[config.mk]
export PLATFORM = sky130hd
export DESIGN_NAME = corelet_ctrl
export DESIGN_NICKNAME = d
export VERILOG_FILES = /design/src/rtl/corelet_pkg.sv /design/src/rtl/corelet_ctrl_fetch_unit.sv /design/src/rtl/corelet_ctrl.sv
export SDC_FILE = /design/constraint.sdc
export NUM_CORES = 1
export LEC_CHECK = 0
export ABC_AREA = 1
export BUFFER_PORTS_ARGS = -buffer_cell sky130_fd_sc_hd__buf_2
export CAP_MARGIN = 40
export CELL_PAD_IN_SITES_DETAIL_PLACEMENT = 1
export CELL_PAD_IN_SITES_GLOBAL_PLACEMENT = 1
export CORE_UTILIZATION = 40
export CTS_CLUSTER_DIAMETER = 80
export DETAILED_ROUTE_END_ITERATION = 10
export GPL_ROUTABILITY_DRIVEN = 0
export GPL_TIMING_DRIVEN = 0
export PLACE_DENSITY_LB_ADDON = 0.1
export SLEW_MARGIN = 20
export SYNTH_ARGS = -nofsm -noshare
export SYNTH_HDL_FRONTEND = slang
export SYNTH_SLANG_ARGS = --single-unit
[constraint.sdc]
create_clock -name clk -period 3.6 [get_ports clk]
set_clock_uncertainty 0.05 [all_clocks]
set_input_delay 0.18 -clock clk [delete_from_list [all_inputs] [get_ports clk]]
set_output_delay 0.18 -clock clk [all_outputs]
set_load 0.005 [all_outputs]
[src/rtl/corelet_pkg.sv]
// Shared types and constants for the corelet sequencer.
// State codes and PE instruction encodings.
package corelet_pkg;

  typedef logic [2:0] state_t;

  localparam state_t IDLE     = 3'd0;
  localparam state_t W_FETCH  = 3'd1;
  localparam state_t W_LOAD   = 3'd2;
  localparam state_t W_FLUSH  = 3'd3;
  localparam state_t A_STREAM = 3'd4;
  localparam state_t DRAIN    = 3'd5;
  localparam state_t DONE     = 3'd6;

  typedef logic [1:0] inst_t;

  localparam inst_t INST_IDLE  = 2'b00;
  localparam inst_t INST_KLOAD = 2'b01;
  localparam inst_t INST_EXEC  = 2'b10;

endpackage

[src/rtl/corelet_ctrl_fetch_unit.sv]
// xmem -> L0 fetch engine: address count, full gating and the
// one-cycle write delay matching xmem read latency.
module ctrl_fetch_unit
  import corelet_pkg::*;
#(
  parameter int addr_bw = 11,
  parameter int cw      = 9
) (
  input  logic               clk,
  input  logic               reset,
  input  logic               en,
  input  logic               guard,
  input  logic [addr_bw-1:0] base,
  input  logic [cw-1:0]      count,
  input  logic               l0_full,
  output logic               xmem_rd,
  output logic [addr_bw-1:0] xmem_addr,
  output logic               l0_wr,
  output logic               idle
);

  logic [cw-1:0] cnt;
  logic          wr_q;
  logic          full_q;
  logic          stall;

  // While streaming, hold off one extra cycle after full drops so the
  // write already in flight is reflected in l0_full before reissuing.
  assign stall = l0_full || (guard && full_q);

  assign xmem_rd   = en && (cnt != count) && !stall;
  assign xmem_addr = xmem_rd ? base + addr_bw'(cnt) : '0;
  assign l0_wr     = wr_q;
  assign idle      = (cnt == count) && !wr_q;

  always_ff @(posedge clk) begin
    if (!reset) begin
      cnt    <= '0;
      wr_q   <= 1'b0;
      full_q <= 1'b0;
    end else begin
      wr_q   <= xmem_rd;
      full_q <= l0_full;
      if (!en)
        cnt <= '0;
      else if (xmem_rd)
        cnt <= cnt + cw'(1);
    end
  end

endmodule

[src/rtl/corelet_ctrl.sv]
// Corelet sequencer: weight fetch/load, flush, activation stream
// and psum drain for one weight-stationary tile per start pulse.
module corelet_ctrl
  import corelet_pkg::*;
#(
  parameter int col     = 8,
  parameter int row     = 8,
  parameter int addr_bw = 11,
  parameter int len_bw  = 8
) (
  input  logic               clk,
  input  logic               reset,
  input  logic               start,
  input  logic [len_bw-1:0]  len,
  output logic               busy,
  output logic               done,
  output logic               xmem_rd,
  output logic [addr_bw-1:0] xmem_addr,
  output logic               l0_wr,
  output logic               l0_rd,
  input  logic               l0_full,
  input  logic               l0_ready,
  output logic [1:0]         inst_w,
  input  logic               ofifo_valid,
  output logic               ofifo_rd,
  output logic               pmem_wr,
  output logic [addr_bw-1:0] pmem_addr
);

  localparam int CW = len_bw + 1;
  localparam int FW = $clog2(row + col + 1);

  state_t            state;
  state_t            state_nx;
  logic [len_bw-1:0] len_q;
  logic [CW-1:0]     ei;
  logic [CW-1:0]     oi;
  logic [FW-1:0]     fi;
  inst_t             inst_q;
  logic              pmem_wr_q;

  logic               stream;
  logic               fetch_on;
  logic               drain_on;
  logic               fu_idle;
  logic [CW-1:0]      len_x;
  logic [CW-1:0]      wr_tot;
  logic [CW-1:0]      fu_count;
  logic [addr_bw-1:0] fu_base;

  assign len_x    = {1'b0, len_q};
  assign stream   = state == A_STREAM;
  assign fetch_on = (state == W_FETCH) || stream;
  assign drain_on = stream || (state == DRAIN);
  assign fu_base  = stream ? addr_bw'(col) : '0;
  assign fu_count = stream ? len_x : CW'(col);

  ctrl_fetch_unit #(
    .addr_bw (addr_bw),
    .cw      (CW)
  ) u_fetch (
    .clk       (clk),
    .reset     (reset),
    .en        (fetch_on),
    .guard     (stream),
    .base      (fu_base),
    .count     (fu_count),
    .l0_full   (l0_full),
    .xmem_rd   (xmem_rd),
    .xmem_addr (xmem_addr),
    .l0_wr     (l0_wr),
    .idle      (fu_idle)
  );

  assign l0_rd = l0_ready &&
    (((state == W_LOAD) && (ei < CW'(col))) ||
     (stream && (ei < len_x)));

  // Count the psum write in flight so the OFIFO is never over-popped.
  assign wr_tot    = oi + CW'(pmem_wr_q);
  assign ofifo_rd  = drain_on && ofifo_valid && (wr_tot < len_x);
  assign pmem_wr   = pmem_wr_q;
  assign pmem_addr = pmem_wr_q ? addr_bw'(oi) : '0;

  assign inst_w = inst_q;
  assign busy   = state != IDLE;
  assign done   = state == DONE;

  always_comb begin
    state_nx = state;
    unique case (state)
      IDLE:     if (start && (len != '0)) state_nx = W_FETCH;
      W_FETCH:  if (fu_idle) state_nx = W_LOAD;
      W_LOAD:   if (ei == CW'(col)) state_nx = W_FLUSH;
      W_FLUSH:  if (fi == FW'(row + col - 1)) state_nx = A_STREAM;
      A_STREAM: if (ei == len_x) state_nx = DRAIN;
      DRAIN:    if (wr_tot == len_x) state_nx = DONE;
      DONE:     state_nx = IDLE;
      default:  state_nx = IDLE;
    endcase
  end

  always_ff @(posedge clk) begin
    if (!reset) begin
      state     <= IDLE;
      len_q     <= '0;
      ei        <= '0;
      oi        <= '0;
      fi        <= '0;
      inst_q    <= INST_IDLE;
      pmem_wr_q <= 1'b0;
    end else begin
      state <= state_nx;
      if ((state == IDLE) && (state_nx == W_FETCH))
        len_q <= len;
      if (state_nx != state)
        ei <= '0;
      else if (l0_rd)
        ei <= ei + CW'(1);
      if (state_nx != state)
        fi <= '0;
      else if (state == W_FLUSH)
        fi <= fi + FW'(1);
      if (!drain_on)
        oi <= '0;
      else if (pmem_wr_q)
        oi <= oi + CW'(1);
      if (!l0_rd)
        inst_q <= INST_IDLE;
      else
        inst_q <= stream ? INST_EXEC : INST_KLOAD;
      pmem_wr_q <= ofifo_rd;
    end
  end

endmodule

==> out/qor.yml, run 1 <==
cts:
  root_buffer: "clkbuf_8"
  htree_levels: 2
  insertion_delay_ps: 300
  cts_tree: "built"
  cts.clk_slew.worst_paths_ps: 100
  cts.path.max_buffers: 2
  post_cts_buffers: 0
  cts.sinks: 48
  numCtsBuffers: 5
  cts_resized: 0
  ctsHoldBuffers: 0
outcome:
  outcome: "finished, final reports clean"
power:
  power.switching_mw: 0.3014
  power.density_mw_per_mm2: 274.2
  ir_worst_vdd_mv: 0.1909
  power_mw: 1.045
  clock_power_share_pct: 34.0
  p_int_mw: 0.7436
  p_seq_share_pct: 52.7
  leakage_nw: 1.756
  switching_share_pct: 28.84
  combPwrFrac_pct: 13.3
grt:
  grt-ovfl-total: 0
  grt_pass1_wl_um: 15580
  grt_start_max_net_pins: 16
  grt_pass1_vias: 3217
  grt_use_total_pct: 22.60
  antenna_found_initial: 0
setup_path:
  crit_type: "flip-flop to flip-flop"
  r2r_end: "ei[3]$_SDFFE_PP0P_"
  end_kind: "flip-flop"
  reg2reg_depth: 17
  r2r_slack_ps: 390
  r2r-start: "pmem_wr$_SDFF_PN0_"
  endpoint: "ei[3]$_SDFFE_PP0P_"
  crit_path_max_fanout: 10
  critPathRequiredTime_ps: 3780
  startpoint_type: "flip-flop"
  cp_data_arrival_time_ps: 3390
  startpoint: "pmem_wr$_SDFF_PN0_"
timing:
  fmax_ghz: 0.3114
  maxSlewHeadroom_pct: 62.69
  rsz0062_at_grt: "no"
  setup_tns_ps: 0
  worst_pin_slew_ps: 557.5
  hold_viol_final: 0
  worst_slack_ps: 388.6
  hold_ws_ps: 18.92
  finalSetupViolations: 0
  maxSlewViolCount: 0
  fin_crit_ps: 3211
  finalCritPeriodShare_pct: 89.21
synthesis:
  synth-seq-cells: 48
  netlist_instances: 495
  synthTopCellsByArea: "dfxtp_1 (28%), nand2_1 (11%), ha_1 (9.6%), inv_1 (8.6%), a21oi_1 (5.8%)"
  synth.largest_area_cell: "dfxtp_1"
  synth_ff_type: "dfxtp_1"
  synth_warnings: 0
  ys_seq_area_share_pct: 28.48
  synth_top_area_share_pct: 28.48
  synth_area_per_cell_um2: 6.817
  synth-edff-count: 0
  synth_most_common_cell: "nand2_1"
  ys_types: 39
  synth_common_cells: "nand2_1 (100), inv_1 (77), dfxtp_1 (48)"
  ys_async_sr_fraction_pct: 0
  synth_area_mm2: 0.003374
layout:
  design_area_mm2: 0.003811
  final_core_util_pct: 46.62
  diodes: 0
  drive_gt1_share_pct: 15.78
  final_nets: 584
  fin_cells: 650
  area_delta_synth_final_pct: 12.94
routing:
  drc: 0
  ant_nets: 0
  wl_per_cell_um: 14.32
  first_iter_violations: 87
  wl_um: 9310
  viasPerCell: 5.095
  drtPass1Iterations: 4
  vias: 3312
place:
  portBuffers: 40
  dpl-instance-area_mm2: 0.003714
  place_ws_ps: 390.3
  dp_cells: 642
  dp_hpwl_um: 7409
floorplanning:
  core.rowCount: 33
  die_w_um: 93.85
  start_util_pct: 41.28
  io_pins: 45
  die_h_um: 93.85
  die_area_mm2: 0.008808
  core_area_mm2: 0.008175
hold_path:
  hold_class: "input pin to flip-flop"
job:
  drv_cap: 0
[cell families (layout without fill, tap and decap cells)]
logic type / after synthesis / in the layout / synth area share, %
compound gates: 69 / 69 / 10.86
xor+xnor: 22 / 22 / 5.710
fa+ha+maj: 26 / 26 / 9.640
buf+inv: 98 / 146 / 12.49
flops: 48 / 48 / 28.48
mux: 1 / 1 / 0.2966
other cells: 1 / 3 / 0.1111
simple gates: 230 / 230 / 32.41
[cell usage in the layout, fill, tap and decap left out, drive strengths merged]
cell / netlist / layout
nand2: 105 / 105
inv: 81 / 81
buf: 12 / 52
dfxtp: 48 / 48
nor2: 44 / 44
a21oi: 39 / 39
nand3: 32 / 32
nor3: 27 / 27
ha: 26 / 26
o21ai: 23 / 23
xor2: 20 / 20
nand4: 12 / 12
clkbuf: 5 / 11
nor4: 6 / 6
conb: 1 / 3
a31oi: 2 / 2
xnor2: 2 / 2
clkinvlp: 0 / 2
nand3b: 1 / 1
o21a: 1 / 1
a31o: 1 / 1
and3: 1 / 1
a221oi: 1 / 1
mux2i: 1 / 1
or4: 1 / 1
o21bai: 1 / 1
and2: 1 / 1
a211oi: 1 / 1
[critical path, stage by stage (launching register included)]
cell,delay (ps)
dfxtp_1,450
ha_1,260
ha_1,230
nand2_1,70
nor2_1,250
a21oi_1,120
a31oi_1,210
ha_1,280
nand2_1,90
nor3_1,50
nand3_1,150
nand2_1,70
a21oi_1,180
nand2_1,80
nand2_1,60
nand2_1,150
buf_6,210
nor3_2,160
[per-layer routing]
layer  GRT usage, %  part of all wire (%)  up-vias
li1               -                     -     1689
met1          30.02                    48     1579
met2          38.44                    49       36
met3          3.155                   2.2        8
met4          5.256                   1.2        0
met5              0                     0        -
[power groups by stage]
stage | Sequential, mW | Clock [mW] | Combinational [mW]
floorplan | 0.560 | 0 | 0.0968
global placement | 0.563 | 0 | 0.136
detailed placement | 0.563 | 0 | 0.140
CTS | 0.551 | 0.369 | 0.141
global route | 0.552 | 0.392 | 0.158
finish | 0.550 | 0.355 | 0.139
[state kept, by name, summed over array words and instances, names as in the netlist]
| register | count |
|---|---|
| pmem_wr | 1 |
| len_q | 8 |
| u_fetch.cnt | 9 |
| state | 3 |
| inst_w | 2 |
| ei | 9 |
| oi | 9 |
| u_fetch.l0_wr | 1 |
| fi | 5 |
| u_fetch.full_q | 1 |
[final cells by class]
cell class	instances	area, µm²
fillers	1103	4364
multi-input cells	351	1999
flip-flops and latches	48	960.9
inverters	81	304.0
repair buffers	40	200.2
well taps	105	131.4
plain buffers	17	117.6
clock buffers	6	82.58
clock inverters	2	15.01
[worst min-delay path by stage]
stage | start | to | slack [ps] | cells past startpoint
after floorplan | l0_full | u_fetch.full_q$_SDFF_PN0_ | 220 | 2
after global placement | l0_full | u_fetch.full_q$_SDFF_PN0_ | 330 | 3
after detailed placement | l0_full | u_fetch.full_q$_SDFF_PN0_ | 330 | 3
after CTS | l0_full | u_fetch.full_q$_SDFF_PN0_ | 10 | 3
after global routing | l0_full | u_fetch.full_q$_SDFF_PN0_ | 20 | 3
final | l0_full | u_fetch.full_q$_SDFF_PN0_ | 20 | 3
(Power assumes the default switching activity.)
==> run 2: changes to the inputs <==
REMOVE_ABC_BUFFERS = 1   (was default)
==> out/qor.yml, run 2 (same netlist as run 1, synthesis figures left out) <==
outcome:
  outcome: "finished, final reports clean"
floorplanning:
  die_h_um: 93.85  # unchanged
  die_w_um: 93.85  # unchanged
  core.rowCount: 33  # unchanged
  start_util_pct: 41.28  # unchanged
  io_pins: 45  # unchanged
  core_area_mm2: 0.008175  # unchanged
  die_area_mm2: 0.008808  # unchanged
cts:
  post_cts_buffers: 0  # unchanged
  cts_tree: "built"
  cts.sinks: 48  # unchanged
  cts.clk_slew.worst_paths_ps: 90  # about the same
  cts.path.max_buffers: 2  # unchanged
  ctsHoldBuffers: 0  # unchanged
  numCtsBuffers: 5  # unchanged
  root_buffer: "clkbuf_8"
  insertion_delay_ps: 310  # about the same
  htree_levels: 2  # unchanged
place:
  portBuffers: 41  # +2.5%
  dp_hpwl_um: 7164  # -3.3%
  dp_cells: 626  # -2.5%
  place_ws_ps: -64.61  # -454.9 ps
timing:
  hold_ws_ps: 16.61  # -2.310 ps
  rsz0062_at_grt: "no"
  fin_crit_ps: 3190  # -20.93 ps
  worst_slack_ps: 409.5  # +20.93 ps
  finalSetupViolations: 0  # unchanged
  maxSlewViolCount: 0  # unchanged
  fmax_ghz: 0.3134  # +0.66%
  maxSlewHeadroom_pct: 56.36  # -6.3 points
  finalCritPeriodShare_pct: 88.62  # -0.58 points
  worst_pin_slew_ps: 652.2  # +94.70 ps
  hold_viol_final: 0  # unchanged
layout:
  final_cell_mix: "nand2_1 (99), inv_1 (77), dfxtp_1 (47)"
  final_nets: 568  # -2.7%
  area_delta_synth_final_pct: 9.566
  layout_commonest_cell: "nand2_1"
  drive_gt1_share_pct: 14.37  # -1.4 points
  fin_cells: 634  # -2.5%
  top_regs: "ei: 9 flops, oi: 9 flops, u_fetch.cnt: 9 flops"
  diodes: 0  # unchanged
  final_core_util_pct: 45.23  # -1.4 points
routing:
  drtPass1Iterations: 4  # unchanged
  drc: 0  # unchanged
  ant_nets: 0  # unchanged
  wl_um: 9042  # -2.9%
  wl_per_cell_um: 14.26  # -0.43%
  first_iter_violations: 74  # -15%
  vias: 3278  # -1.0%
  viasPerCell: 5.170  # +1.5%
setup_path:
  r2r_end: "fi[3]$_SDFFE_PP0P_"
  cp_slowest_cell: "dfxtp_4"
  startpoint_type: "flip-flop"
  crit_type: "flip-flop to flip-flop"
  cpMostUsedCell: "nand2_1"
  end_kind: "flip-flop"
  slowest_delay_ps: 460  # about the same
  critPathRequiredTime_ps: 3780  # about the same
  r2r_slack_ps: 410  # +20 ps
  reg2reg_depth: 16  # -1
  r2r-start: "pmem_wr$_SDFF_PN0_"
  crit_path_max_fanout: 16  # +6
  path_cells: "ha_1 > ha_1 > nand2_1 > nor2_1 > a21oi_1 > a31oi_1 > ha_1 > nand2_1 > nor3_1 > nand3_1 > nand2_1 > a21oi_1 > nand2_1 > nand2_1 > nand2_2 > nor3_1"
  startpoint: "pmem_wr$_SDFF_PN0_"
  cp_data_arrival_time_ps: 3370  # -20 ps
grt:
  grt_use_total_pct: 22.56  # -0.038 points
  grt_pass1_vias: 3215  # -0.062%
  grt-ovfl-total: 0  # unchanged
  antenna_found_initial: 0  # unchanged
  grt_start_max_net_pins: 18  # +2
  grt_pass1_wl_um: 15460  # -0.80%
hold_path:
  hold_class: "input pin to flip-flop"
  worstHoldStart: "l0_full"
  worstHoldPathCells: 3  # unchanged
  holdPathEnd: "u_fetch.full_q$_SDFF_PN0_"
job:
  drv_cap: 0  # unchanged
power:
  leakage_nw: 1.698  # -3.3%
  power.density_mw_per_mm2: 275.8  # +0.58%
  ir_worst_vdd_mv: 0.1329  # -30%
[run 2: changes by cell type in the layout (fill, tap and decap cells not counted), sizes merged]
cell | before | now
clkbuf | 11 | 8
buf | 52 | 41
clkinvlp | 2 | 0
[run 2: through the flow]
| step | area, µm² | TNS (ps) | power (mW) |
|---|---|---|---|
| finish | 3697 | 0 | 1.020 |
| global route | 3697 | 0 | 1.073 |
| CTS | 3692 | 0 | 1.031 |
| detailed placement | 3601 | -303.5 | 0.6877 |
| global placement | 3601 | 0 | 0.6830 |
| floorplan | 3264 | 0 | 0.6416 |
[run 2: worst max-delay path by stage]
stage | depth (start not counted) | endpoint | slack [ps]
floorplan | 17 | ei[0]$_SDFFE_PP0P_ | 690
global placement | 16 | fi[3]$_SDFFE_PP0P_ | 20
detailed placement | 16 | fi[3]$_SDFFE_PP0P_ | -60
CTS | 16 | fi[3]$_SDFFE_PP0P_ | 50
global route | 16 | fi[3]$_SDFFE_PP0P_ | 80
finish | 16 | fi[3]$_SDFFE_PP0P_ | 410
[run 2: layout make-up]
type | instances | area, µm²
repair buffers | 41 | 205.2
fillers | 1128 | 4478
clock buffers | 8 | 90.09
flip-flops and latches | 48 | 964.7
inverters | 81 | 304.0
well taps | 105 | 131.4
multi-input cells | 351 | 2002
[run 2: timing repair]
action	in CTS	in global routing
gates resized for setup	1	2
gates cloned	0	0
setup endpoints to repair	14	14
endpoints found under the hold margin	0	0
[run 2: critical path: cells and delay by family, from the launching register on]
family	cells	cell delay, ps
simple gates	10	1330
fa+ha+maj	3	750
compound gates	3	530
flops	1	460
[run 2: power breakdown]
group          switching (mW)  leakage (nW)  internal [mW]  total [mW]
Clock                   0.189        0.0455          0.157       0.346
Sequential            0.00980         0.390          0.540       0.550
Combinational          0.0877          1.26         0.0361       0.124
Total                   0.286          1.70          0.734        1.02
[run 2: metal layers]
| metal | global-route usage [%] | vias to the layer above | wire (µm) | share of wire, % |
|---|---|---|---|---|
| met4 | 5.128 | 0 | 111 | 1.2 |
| met5 | 0 | - | 0 | 0 |
| li1 | - | 1663 | - | - |
| met2 | 40.94 | 42 | 4590 | 51 |
| met3 | 3.236 | 11 | 251 | 2.8 |
| met1 | 27.89 | 1562 | 4089 | 45 |
==> run 3: changes to the inputs <==
CORE_ASPECT_RATIO = 0.6   (was default)
==> out/qor.yml, run 3 (same netlist as run 1, synthesis figures left out) <==
outcome:
  outcome: "finished, final reports clean"
setup_path:
  crit_path_max_fanout: 16  # unchanged
  cpMostUsedCell: "nand2_1"
  crit_type: "flip-flop to flip-flop"
  reg2reg_depth: 17  # +1
  cp_slowest_cell: "dfxtp_4"
  startpoint: "pmem_wr$_SDFF_PN0_"
  r2r_slack_ps: 340  # -70 ps
  end_kind: "flip-flop"
  path_cells: "ha_1 > ha_1 > nand2_1 > nor2_1 > xor2_1 > ha_1 > nand2_1 > inv_1 > nand3_1 > nor3_1 > nand3_1 > nand2_1 > a21oi_1 > nand2_1 > nand2_1 > nand2_2 > nor3_1"
  critPathRequiredTime_ps: 3710  # -70 ps
  r2r-start: "pmem_wr$_SDFF_PN0_"
  startpoint_type: "flip-flop"
  path_buf_inv: 1  # +1
  slowest_delay_ps: 450  # about the same
  critPathTopFamily: "simple AND/OR/NAND/NOR gates"
  cp_data_arrival_time_ps: 3370  # about the same
  r2r_end: "fi[3]$_SDFFE_PP0P_"
layout:
  diodes: 0  # unchanged
  final_core_util_pct: 46.66  # +1.4 points
  fin_cells: 634  # unchanged
  drive_gt1_share_pct: 14.26  # -0.11 points
  design_area_mm2: 0.003736  # +1.0%
  layout_commonest_cell: "nand2_1"
  area_delta_synth_final_pct: 10.72
  num-fill-cells: 1102  # -2.3%
  final_cell_mix: "nand2_1 (99), inv_1 (77), dfxtp_1 (47)"
  final_nets: 568  # unchanged
  top_regs: "ei: 9 flops, oi: 9 flops, u_fetch.cnt: 9 flops"
timing:
  worst_slack_ps: 341.0  # -68.49 ps
  finalSetupViolations: 0  # unchanged
  hold_viol_final: 0  # unchanged
  rsz0062_at_grt: "no"
  setup_tns_ps: 0  # unchanged
  maxSlewViolCount: 0  # unchanged
  fmax_ghz: 0.3068  # -2.1%
  worst_pin_slew_ps: 790.1  # +137.9 ps
  hold_ws_ps: 37.74  # +21.13 ps
  finalCritPeriodShare_pct: 90.53  # +1.9 points
  maxSlewHeadroom_pct: 47.13  # -9.2 points
  fin_crit_ps: 3259  # +68.49 ps
cts:
  cts.clk_slew.worst_paths_ps: 60  # -30 ps
  root_buffer: "clkbuf_16"
  cts.sinks: 48  # unchanged
  cts.path.max_buffers: 2  # unchanged
  insertion_delay_ps: 290  # -20 ps
  post_cts_buffers: 0  # unchanged
  cts_tree: "built"
  htree_levels: 2  # unchanged
  numCtsBuffers: 5  # unchanged
hold_path:
  worstHoldStart: "l0_full"
  holdPathEnd: "u_fetch.full_q$_SDFF_PN0_"
  hold_class: "input pin to flip-flop"
  worstHoldPathCells: 3  # unchanged
routing:
  wl_per_cell_um: 15.71  # +10%
  ant_nets: 0  # unchanged
  vias: 3304  # +0.79%
  drc: 0  # unchanged
  first_iter_violations: 177  # +140%
  wl_um: 9959  # +10%
  viasPerCell: 5.211  # +0.79%
  drtPass1Iterations: 4  # unchanged
floorplanning:
  start_util_pct: 42.14  # +0.86 points
  core.rowCount: 25  # -24%
  die_area_mm2: 0.008819  # +0.13%
  io_pins: 45  # unchanged
  die_h_um: 73.15  # -22%
  die_w_um: 120.6  # +28%
  core_area_mm2: 0.008008  # -2.1%
power:
  leakage_nw: 1.714  # +0.95%
  power.density_mw_per_mm2: 300.5  # +9.0%
  ir_worst_vdd_mv: 0.1809  # +36%
  power_mw: 1.123  # +10%
job:
  drv_cap: 0  # unchanged
grt:
  grt_pass1_wl_um: 16350  # +5.8%
  grt-ovfl-total: 0  # unchanged
  antenna_found_initial: 0  # unchanged
  grt_pass1_vias: 3171  # -1.4%
  grt_use_total_pct: 24.27  # +1.7 points
  grt_start_max_net_pins: 18  # unchanged
place:
  dpl-instance-area_mm2: 0.003605  # +0.10%
  place_ws_ps: -190.3  # -125.7 ps
  portBuffers: 41  # unchanged
  dp_cells: 629  # +0.48%
  dp_hpwl_um: 7802  # +8.9%
## run 3: changes by cell type in the layout (fill, tap and decap cells not counted)
cell	delta
clkbuf_8	-6
clkbuf_16	+5
clkbuf_1	-2
## run 3: power breakdown
part | internal [mW] | switching (mW)
Clock | 0.246 | 0.196
Combinational | 0.0365 | 0.0933
Sequential | 0.541 | 0.00971
## run 3: area by class of cell
type                       count  area [µm²]  area share, %
tap                          108       135.1          3.617
sequential                    48       964.7          25.82
multi-input combinational    351        2002          53.58
inverter                      81       304.0          8.138
clock buffer                   5       125.1          3.349
timing repair buffer          41       205.2          5.492
## run 3: routing by layer
metal  wire length [µm]  track usage, %  vias up
li1                   -               -     1660
met1               5169           36.29     1568
met5                  0               0        -
met2               4248           36.72       69
met3                477           4.063        7
met4                 63           4.115        0
## run 3: worst min-delay path: stages
cell and delay (ps):
buf_2 90, nand2_1 40, inv_1 40
## run 3: how the worst max path moves through the flow
stage,slack [ps],cells past startpoint,end
6_report,340,17,fi[3]$_SDFFE_PP0P_
5_1_grt,50,16,ei[5]$_SDFFE_PP0P_
4_1_cts,190,17,fi[3]$_SDFFE_PP0P_
3_5_place_dp,-190,16,ei[2]$_SDFFE_PP0P_
3_3_place_gp,-100,17,fi[3]$_SDFFE_PP0P_
2_1_floorplan,690,17,ei[0]$_SDFFE_PP0P_
## run 3: what timing repair did
action                                 4_1_cts  5_1_grt
setup endpoints to repair                   14       15
hold buffers                                 0        0
gates cloned                                 0        0
gates resized for setup                      2        1
endpoints found under the hold margin        0        0
